**config.mk**
```make
export PLATFORM = sky130hd
export DESIGN_NAME = inst_prefetch_queue
export DESIGN_NICKNAME = d
export VERILOG_FILES = /design/src/rtl/inst_prefetch_queue.sv
export SDC_FILE = /design/constraint.sdc
export NUM_CORES = 1
export LEC_CHECK = 0
export BUFFER_PORTS_ARGS = -buffer_cell sky130_fd_sc_hd__clkbuf_2
export CAP_MARGIN = 15
export CORE_ASPECT_RATIO = 1.4
export CORE_MARGIN = 10
export CORE_UTILIZATION = 23
export DETAILED_ROUTE_END_ITERATION = 10
export GPL_ROUTABILITY_DRIVEN = 0
export HOLD_SLACK_MARGIN = 0.12
export PLACE_DENSITY = 0.39
export SLEW_MARGIN = 20
export SYNTH_ARGS = -nofsm -noshare
export SYNTH_HDL_FRONTEND = slang
export SYNTH_SLANG_ARGS = --single-unit
```
**constraint.sdc**
```tcl
create_clock -name clk -period 7.2 [get_ports clk]
set_input_delay 1.44 -clock clk [delete_from_list [all_inputs] [get_ports clk]]
set_output_delay 1.44 -clock clk [all_outputs]
set_load 0.005 [all_outputs]
```
**src/rtl/inst_prefetch_queue.sv**
```systemverilog
// Instruction prefetch front end: issues sequential word fetches over a req/ack
// handshake, buffers returned words in a small FIFO and presents them valid/ready.
module inst_prefetch_queue #(
  parameter  int DEPTH = 4,
  parameter  int AW    = 30,
  parameter  int DW    = 32,
  localparam int LW    = $clog2(DEPTH + 1)
) (
  input  logic          clk,
  input  logic          rst,
  input  logic          en,
  input  logic          redirect_valid,
  input  logic [AW-1:0] redirect_addr,
  output logic          mem_req,
  output logic [AW-1:0] mem_addr,
  input  logic          mem_ack,
  input  logic [DW-1:0] mem_data,
  output logic          inst_valid,
  output logic [DW-1:0] inst_data,
  output logic [AW-1:0] inst_addr,
  input  logic          inst_ready,
  output logic [LW-1:0] level
);

  localparam int PW = $clog2(DEPTH);
  localparam logic [LW-1:0] DEPTH_L = LW'(DEPTH);

  typedef enum logic [1:0] {IDLE, REQ, DISCARD} state_e;

  state_e        state_q, state_d;
  logic          mem_req_q, mem_req_d;
  logic [AW-1:0] mem_addr_q, mem_addr_d;
  logic [AW-1:0] fetch_pc_q, fetch_pc_d;
  logic [PW-1:0] head_q, head_d;
  logic [PW-1:0] tail_q, tail_d;
  logic [LW-1:0] level_q, level_d;
  logic [LW-1:0] level_next;
  logic          push;
  logic          pop;

  logic [AW-1:0] addr_mem [DEPTH];
  logic [DW-1:0] data_mem [DEPTH];

  // A redirect suppresses both queue ports: the flush wins over any pop or push.
  assign inst_valid = (level_q != '0);
  assign pop        = inst_valid & inst_ready & ~redirect_valid;
  assign push       = (state_q == REQ) & mem_ack & ~redirect_valid;
  assign level_next = level_q + LW'(push) - LW'(pop);

  always_comb begin
    state_d    = state_q;
    mem_req_d  = mem_req_q;
    mem_addr_d = mem_addr_q;
    fetch_pc_d = fetch_pc_q;
    head_d     = head_q + PW'(pop);
    tail_d     = tail_q + PW'(push);
    level_d    = level_next;

    if (redirect_valid) begin
      fetch_pc_d = redirect_addr;
      head_d     = '0;
      tail_d     = '0;
      level_d    = '0;
    end

    case (state_q)
      IDLE: begin
        if (en && (redirect_valid || (level_q < DEPTH_L))) begin
          state_d    = REQ;
          mem_req_d  = 1'b1;
          mem_addr_d = redirect_valid ? redirect_addr : fetch_pc_q;
        end
      end
      REQ: begin
        if (redirect_valid) begin
          // Without an ack the old read is still in flight and must be drained.
          if (!mem_ack) begin
            state_d = DISCARD;
          end else if (en) begin
            mem_addr_d = redirect_addr;
          end else begin
            state_d   = IDLE;
            mem_req_d = 1'b0;
          end
        end else if (mem_ack) begin
          fetch_pc_d = mem_addr_q + AW'(1);
          if (en && (level_next < DEPTH_L)) begin
            mem_addr_d = mem_addr_q + AW'(1);
          end else begin
            state_d   = IDLE;
            mem_req_d = 1'b0;
          end
        end
      end
      DISCARD: begin
        if (mem_ack) begin
          if (en) begin
            state_d    = REQ;
            mem_addr_d = fetch_pc_d;
          end else begin
            state_d   = IDLE;
            mem_req_d = 1'b0;
          end
        end
      end
      default: begin
        state_d   = IDLE;
        mem_req_d = 1'b0;
      end
    endcase
  end

  always_ff @(posedge clk or posedge rst) begin
    if (rst) begin
      state_q    <= IDLE;
      mem_req_q  <= 1'b0;
      mem_addr_q <= '0;
      fetch_pc_q <= '0;
      head_q     <= '0;
      tail_q     <= '0;
      level_q    <= '0;
    end else begin
      state_q    <= state_d;
      mem_req_q  <= mem_req_d;
      mem_addr_q <= mem_addr_d;
      fetch_pc_q <= fetch_pc_d;
      head_q     <= head_d;
      tail_q     <= tail_d;
      level_q    <= level_d;
    end
  end

  // Storage needs no reset; occupancy alone decides which entries are live.
  always_ff @(posedge clk) begin
    if (push) begin
      addr_mem[tail_q] <= mem_addr_q;
      data_mem[tail_q] <= mem_data;
    end
  end

  assign mem_req   = mem_req_q;
  assign mem_addr  = mem_addr_q;
  assign inst_data = data_mem[head_q];
  assign inst_addr = addr_mem[head_q];
  assign level     = level_q;

endmodule

```
==> results of run 1 <==
[cell usage in the layout, fill, tap and decap left out, types with 7 or more instances in the layout]
| master | count |
|---|---|
| edfxtp_1 | 248 |
| clkbuf_2 | 164 |
| dfrtp_1 | 68 |
| mux4_2 | 62 |
| a21oi_1 | 46 |
| nor2_1 | 44 |
| nand2_1 | 41 |
| o21ai_0 | 37 |
| clkbuf_16 | 37 |
| inv_1 | 21 |
| xnor2_1 | 19 |
| buf_4 | 18 |
| nand3_1 | 16 |
| clkbuf_1 | 15 |
| nand4_1 | 13 |
| and3_1 | 12 |
| o211ai_1 | 11 |
| nor3_1 | 10 |
| xor2_1 | 10 |
| mux2i_1 | 8 |
| and2_1 | 7 |
| o22ai_1 | 7 |
| a211oi_1 | 7 |
| a31oi_1 | 7 |
[worst min-delay path by stage]
| stage | endpoint | slack, ns | cells after the start |
|---|---|---|---|
| finish | fetch_pc_q[19] | 0.54 | 2 |
| CTS | fetch_pc_q[19] | 0.54 | 2 |
| floorplan | fetch_pc_q[11] | 0.51 | 2 |
| global placement | fetch_pc_q[19] | 0.52 | 2 |
| detailed placement | fetch_pc_q[19] | 0.53 | 2 |
| global route | fetch_pc_q[18] | 0.58 | 2 |
[registers in the layout, summed over array words and instances (netlist names)]
name,count
addr_mem,120
data_mem,128
fetch_pc_q,30
head_q,2
level,3
mem_addr,30
mem_req,1
state_q,2
tail_q,2
[tightest hold or removal path: stages (launching register included)]
cell and delay, ns:
dfrtp_1 0.34, nand3_1 0.07, o211ai_1 0.09
[cell families after synthesis]
kind of cell	Yosys count	share of synthesized area, %
muxes	71	11.2
adders and majority gates	6	0.619
AOI/OAI and AO/OA	166	8.15
xor gates and xnor gates	30	2.07
buffers and inverters	73	2.35
DFF	318	69.0
and+or+nand+nor	177	6.67
[area by class of cell]
type,instances,area [um^2],share of cell area (%)
sequential,318,9210,56.6
multi-input combinational,450,3870,23.8
timing repair buffer,185,1020,6.30
clock buffer,53,996,6.13
tap,742,928,5.71
clock inverter,12,149,0.916
inverter,22,82.6,0.508
[metal layers]
layer,share of wire (%),track usage [%]
met1,42,13.5
met2,51,19.6
met3,4.3,2.01
met4,2.5,3.59
met5,0.028,0
[through the flow]
stage | total power [mW] | cells
2_1_floorplan | 3.30 | 841
3_3_place_gp | 3.90 | 1716
3_5_place_dp | 3.92 | 1716
4_1_cts | 5.77 | 1781
5_1_grt | 5.97 | 1782
6_report | 5.64 | 1782
[report_power, final]
part	internal [mW]	switching, mW	total (mW)
sequential	2.26	0.342	2.61
clock	1.07	0.736	1.81
combinational	0.552	0.671	1.22
==> flow_metrics.env, run 1 <==
export IMPL_fmax_ghz=0.217
export IMPL_worstRegToRegCells=14
export IMPL_yosysWarnings=0
export IMPL_vdd_drop_max_v=0.000149
export IMPL_diodes=0
export IMPL_cp_required_ns=7.60
export IMPL_grt_pass1_vias=8633
export IMPL_port_buffers=164
export IMPL_cts_resized=0
export IMPL_yosys_area_top_type_share_pct=55.8
export IMPL_path_class="input pin to flip-flop"
export IMPL_floorplan_initialDensity_pct=23.2
export IMPL_htreeDepth=2
export IMPL_layout_nets=1087
export IMPL_power_density_nw_per_um2=347
export IMPL_cp_max_fo=15
export IMPL_crit_top_cell="inv_1"
export IMPL_yosysSeqAreaShare_pct=69.0
export IMPL_min_period_ns=4.60
export IMPL_timing_final_max_slew_violations=0
export IMPL_die_area_um2=68100
export IMPL_critPathLaunch="redirect_valid"
export IMPL_num_io_pins=165
export IMPL_slew_headroom_pct=30.2
export IMPL_clock_latency_ns=0.54
export IMPL_synth_seq_cells=318
export IMPL_setup_viol=0
export IMPL_syn_nets=915
export IMPL_crit_arrival_ns=5.00
export IMPL_r2r_slack_ns=3.02
export IMPL_crit_cells=15
export IMPL_path_clk_slew_ns=0.06
export IMPL_pre_cts_ws_ns=2.09
export IMPL_crit_reg2reg_capture="mem_addr[27]"
export IMPL_post_route_period_util_pct=63.9
export IMPL_fin_hold_ws_ns=0.540
export IMPL_reg2reg_from="state_q[1]"
export IMPL_async_flop_share_pct=22.0
export IMPL_ctsHoldBuffers=0
export IMPL_synth_edff_count=248
export IMPL_cts_sinks=318
export IMPL_final_setup_tns_ns=0
export IMPL_ant_nets=0
export IMPL_drc=0
export IMPL_post_drt_wl_per_cell_um=21.8
export IMPL_synth_top_flop_cell="edfxtp_1"
export IMPL_max_stage_delay_ns=0.65
export IMPL_worst_slack_ns=2.60
export IMPL_grt_antenna_before_repair=1
export IMPL_die_h_um=305
export IMPL_hold_path_class="flip-flop to flip-flop"
export IMPL_critPathBufInv=5
export IMPL_syn_avg_cell_area_um2=15.9
export IMPL_core_um2=57500
export IMPL_yosysMostFrequentCell="edfxtp_1"
export IMPL_clockRootBuffer="clkbuf_16"
export IMPL_worst_pin_slew_ns=1.04
export IMPL_post_dp_cell_area_um2=15100
export IMPL_cts_made_buffers=36
export IMPL_drt_wl_total_um=38900
export IMPL_fin_util_pct=28.3
export IMPL_drt_iter0_markers=530
export IMPL_overflow=0
export IMPL_drive_gt1_share_pct=30.7
export IMPL_area_growth_pct=21.9
export IMPL_hold_start="fetch_pc_q[19]"
export IMPL_synth_distinct_cells=72
export IMPL_yosysTopAreaCell="edfxtp_1"
export IMPL_cp_end_kind="flip-flop"
export IMPL_cp_endpoint="mem_addr[27]"
export IMPL_grt_max_degree=75
export IMPL_drv_cap=0
export IMPL_rows=104
export IMPL_grtUsageTotal_pct=11.2
export IMPL_synthesis_area_um2=13300
export IMPL_hold_violations=0
export IMPL_n_fill_cell=5860
export IMPL_finalInstanceArea_um2=16300
export IMPL_cts_setup_buffers=0
export IMPL_vias=8063
export IMPL_clockBufferDepth=3
export IMPL_synthTopCellsByArea="edfxtp_1, dfrtp_1, mux4_2, a21oi_1, o21ai_0"
export IMPL_grt_setup_unrepaired="false"
export IMPL_crit_family="compound AO/OA/AOI/OAI gates"
export IMPL_synth_cells=841
export IMPL_status="completed"
export IMPL_yosys_top_cells_count="edfxtp_1, dfrtp_1, mux4_2"
export IMPL_cp_slowest_cell="a31o_1"
export IMPL_dr_pass1_iters=4
export IMPL_skew_ns=0.0353
export IMPL_grt_pass1_wl_um=58400
export IMPL_viasPerCell=4.52
export IMPL_die_w_um=224
export IMPL_leakagePower_nw=5.70
export IMPL_cts_tree="yes"
export IMPL_cp_cell_sequence="clkbuf_2 -> or3b_1 -> nor2_2 -> buf_4 -> inv_1 -> ha_1 -> inv_1 -> ha_1 -> inv_1 -> fa_1 -> xnor3_1 -> a31o_1 -> o21ai_0 -> or3b_2 -> o221a_2"
export IMPL_timing_critical_path_from_type="input pin"
export IMPL_hpwl_um=25200
Power figures use the tool's default switching activity.
==> run 2: changes to the inputs <==
PLACE_DENSITY = 0.4   (was 0.39)
clock period = 4 ns   (was 7.2 ns; I/O delays follow)
==> run 2 against run 1 <==
Global-route usage decreased by 0.13 points. Sequential share of layout area down 0.20 points. Critical endpoint is now mem_addr[25]. Setup slack worse by 2.0 ns. Routed wire length fell by 0.57%. Worst hold slack got worse by 0.15 ns. Critical path depth fell by 2. Non-clock buffer count is 12 higher. Via count is essentially flat. Clock skew is 0.0060 ns lower.
==> flow_metrics.env, run 2 (synthesis gave the netlist of run 1 again) <==
export IMPL_status="completed"
export IMPL_hold_path_class="input pin to async pin"
export IMPL_final_common_cell="edfxtp_1"
export IMPL_hpwl_um=25000
export IMPL_hold_violations=0
export IMPL_floorplan_initialDensity_pct=23.2
export IMPL_port_buffers=164
export IMPL_num_io_pins=165
export IMPL_cts_made_buffers=35
export IMPL_core_um2=57500
export IMPL_post_route_period_util_pct=85.2
export IMPL_grt_pass1_wl_um=57700
export IMPL_p_total_mw=10.0
export IMPL_grt_setup_unrepaired="false"
export IMPL_cts_resized=0
export IMPL_drive_gt1_share_pct=31.8
export IMPL_post_drt_wl_per_cell_um=21.5
export IMPL_top_regs="data_mem (128), addr_mem (120)"
export IMPL_area_growth_pct=22.3
export IMPL_slew_headroom_pct=45.9
export IMPL_worst_pin_slew_ns=0.810
export IMPL_drt_iter0_markers=550
export IMPL_grt_max_degree=75
export IMPL_cp_required_ns=4.42
export IMPL_multi_input_area_um2=3870
export IMPL_setup_viol=0
export IMPL_grt_pass1_vias=8452
export IMPL_vdd_drop_max_v=0.000219
export IMPL_vias=8070
export IMPL_regMostFlops="data_mem"
export IMPL_cts_setup_buffers=0
export IMPL_leakagePower_nw=5.72
export IMPL_cts_tree="yes"
export IMPL_seq_area_um2=9210
export IMPL_largest_register_ffs=128
export IMPL_timing_critical_path_from_type="flip-flop"
export IMPL_die_w_um=224
export IMPL_rows=104
export IMPL_die_area_um2=68100
export IMPL_path_class="flip-flop to flip-flop"
export IMPL_n_fill_cell=5830
export IMPL_ant_nets=0
export IMPL_cts_sinks=318
export IMPL_drt_wl_total_um=38700
export IMPL_viasPerCell=4.50
export IMPL_final_cell_mix="edfxtp_1, clkbuf_2, dfrtp_1, mux4_2, a21oi_1"
export IMPL_overflow=0
export IMPL_die_h_um=305
export IMPL_crit_arrival_ns=3.83
export IMPL_clock_latency_ns=0.54
export IMPL_grtUsageTotal_pct=11.0
export IMPL_timing_final_max_slew_violations=0
export IMPL_ctsHoldBuffers=0
export IMPL_cp_max_fo=6
export IMPL_min_period_ns=3.41
export IMPL_grt_antenna_before_repair=3
export IMPL_clockRootBuffer="clkbuf_16"
export IMPL_power_density_nw_per_um2=615
export IMPL_dr_pass1_iters=5
export IMPL_layout_nets=1098
export IMPL_htreeDepth=2
export IMPL_path_clk_slew_ns=0.06
export IMPL_skew_ns=0.0293
export IMPL_fmax_ghz=0.293
export IMPL_drv_cap=0
export IMPL_final_setup_tns_ns=0
export IMPL_clockBufferDepth=3
export IMPL_drc=0
export IMPL_cp_end_kind="flip-flop"
run 2: changes by cell type in the layout (fill, tap and decap cells not counted), sizes merged:
cell	before	now
bufinv	3	1
clkbuf	217	207
inv	25	24
buf	21	33
diode	0	2
clkinvlp	1	3
clkinv	5	14
run 2: layout make-up:
cell class              instances  area share, %
repair buffers                197           7.01
clock buffers                  43           5.68
diodes                          2         0.0307
clock inverters                20          0.913
inverters                      22          0.506
well taps                     742           5.69
flip-flops and latches        318           56.4
multi-input cells             450           23.7
run 2: critical path, stage by stage, from the launching register on:
cell       delay (ns)
dfrtp_1          0.43
or3_1            0.38
and3b_1          0.26
ha_1             0.29
inv_1            0.06
ha_1             0.13
inv_1            0.05
fa_1             0.37
xnor3_1          0.30
a31o_1           0.30
buf_4            0.21
a2bb2oi_1        0.23
a21oi_1          0.10
o22a_1           0.20
run 2: path summary, 6_finish.rpt:
check                                from              end  slack [ns]  cells after the start
hold / removal                        rst   fetch_pc_q[25]        0.39                      2
max in group asynchronous             rst    fetch_pc_q[3]        2.87                      3
min in group clk             mem_data[25]  data_mem[3][25]        0.49                      1
setup / recovery                 level[1]     mem_addr[25]        0.59                     13
setup reg to reg                 level[1]     mem_addr[25]        0.59                     13
hold reg to reg            fetch_pc_q[19]   fetch_pc_q[19]        0.54                      2
run 2: power breakdown:
| group | leakage, nW | total [mW] | switching (mW) | internal [mW] |
|---|---|---|---|---|
| clock | 0.522 | 3.08 | 1.35 | 1.73 |
| sequential | 3.10 | 4.66 | 0.588 | 4.07 |
| combinational | 2.11 | 2.28 | 1.24 | 1.04 |
| total | 5.72 | 10.0 | 3.18 | 6.84 |
run 2: through the flow:
stage,setup slack [ns],cells,utilization (%),area (um^2),hold slack [ns]
3_5_place_dp,0.176,1729,26.5,15200,0.527
4_1_cts,0.544,1792,28.4,16300,0.399
3_3_place_gp,0.223,1729,26.5,15200,0.524
2_1_floorplan,0.129,841,-,13400,0.507
5_1_grt,0.323,1794,28.4,16300,0.426
6_report,0.593,1794,28.4,16300,0.390
run 2: layer usage:
layer	GRT usage [%]	part of all wire [%]	up-vias
met2	18.8	50	184
met4	3.73	2.4	2
li1	-	-	3681
met3	2.30	4.7	45
met1	13.6	43	4158
met5	0	0.044	-
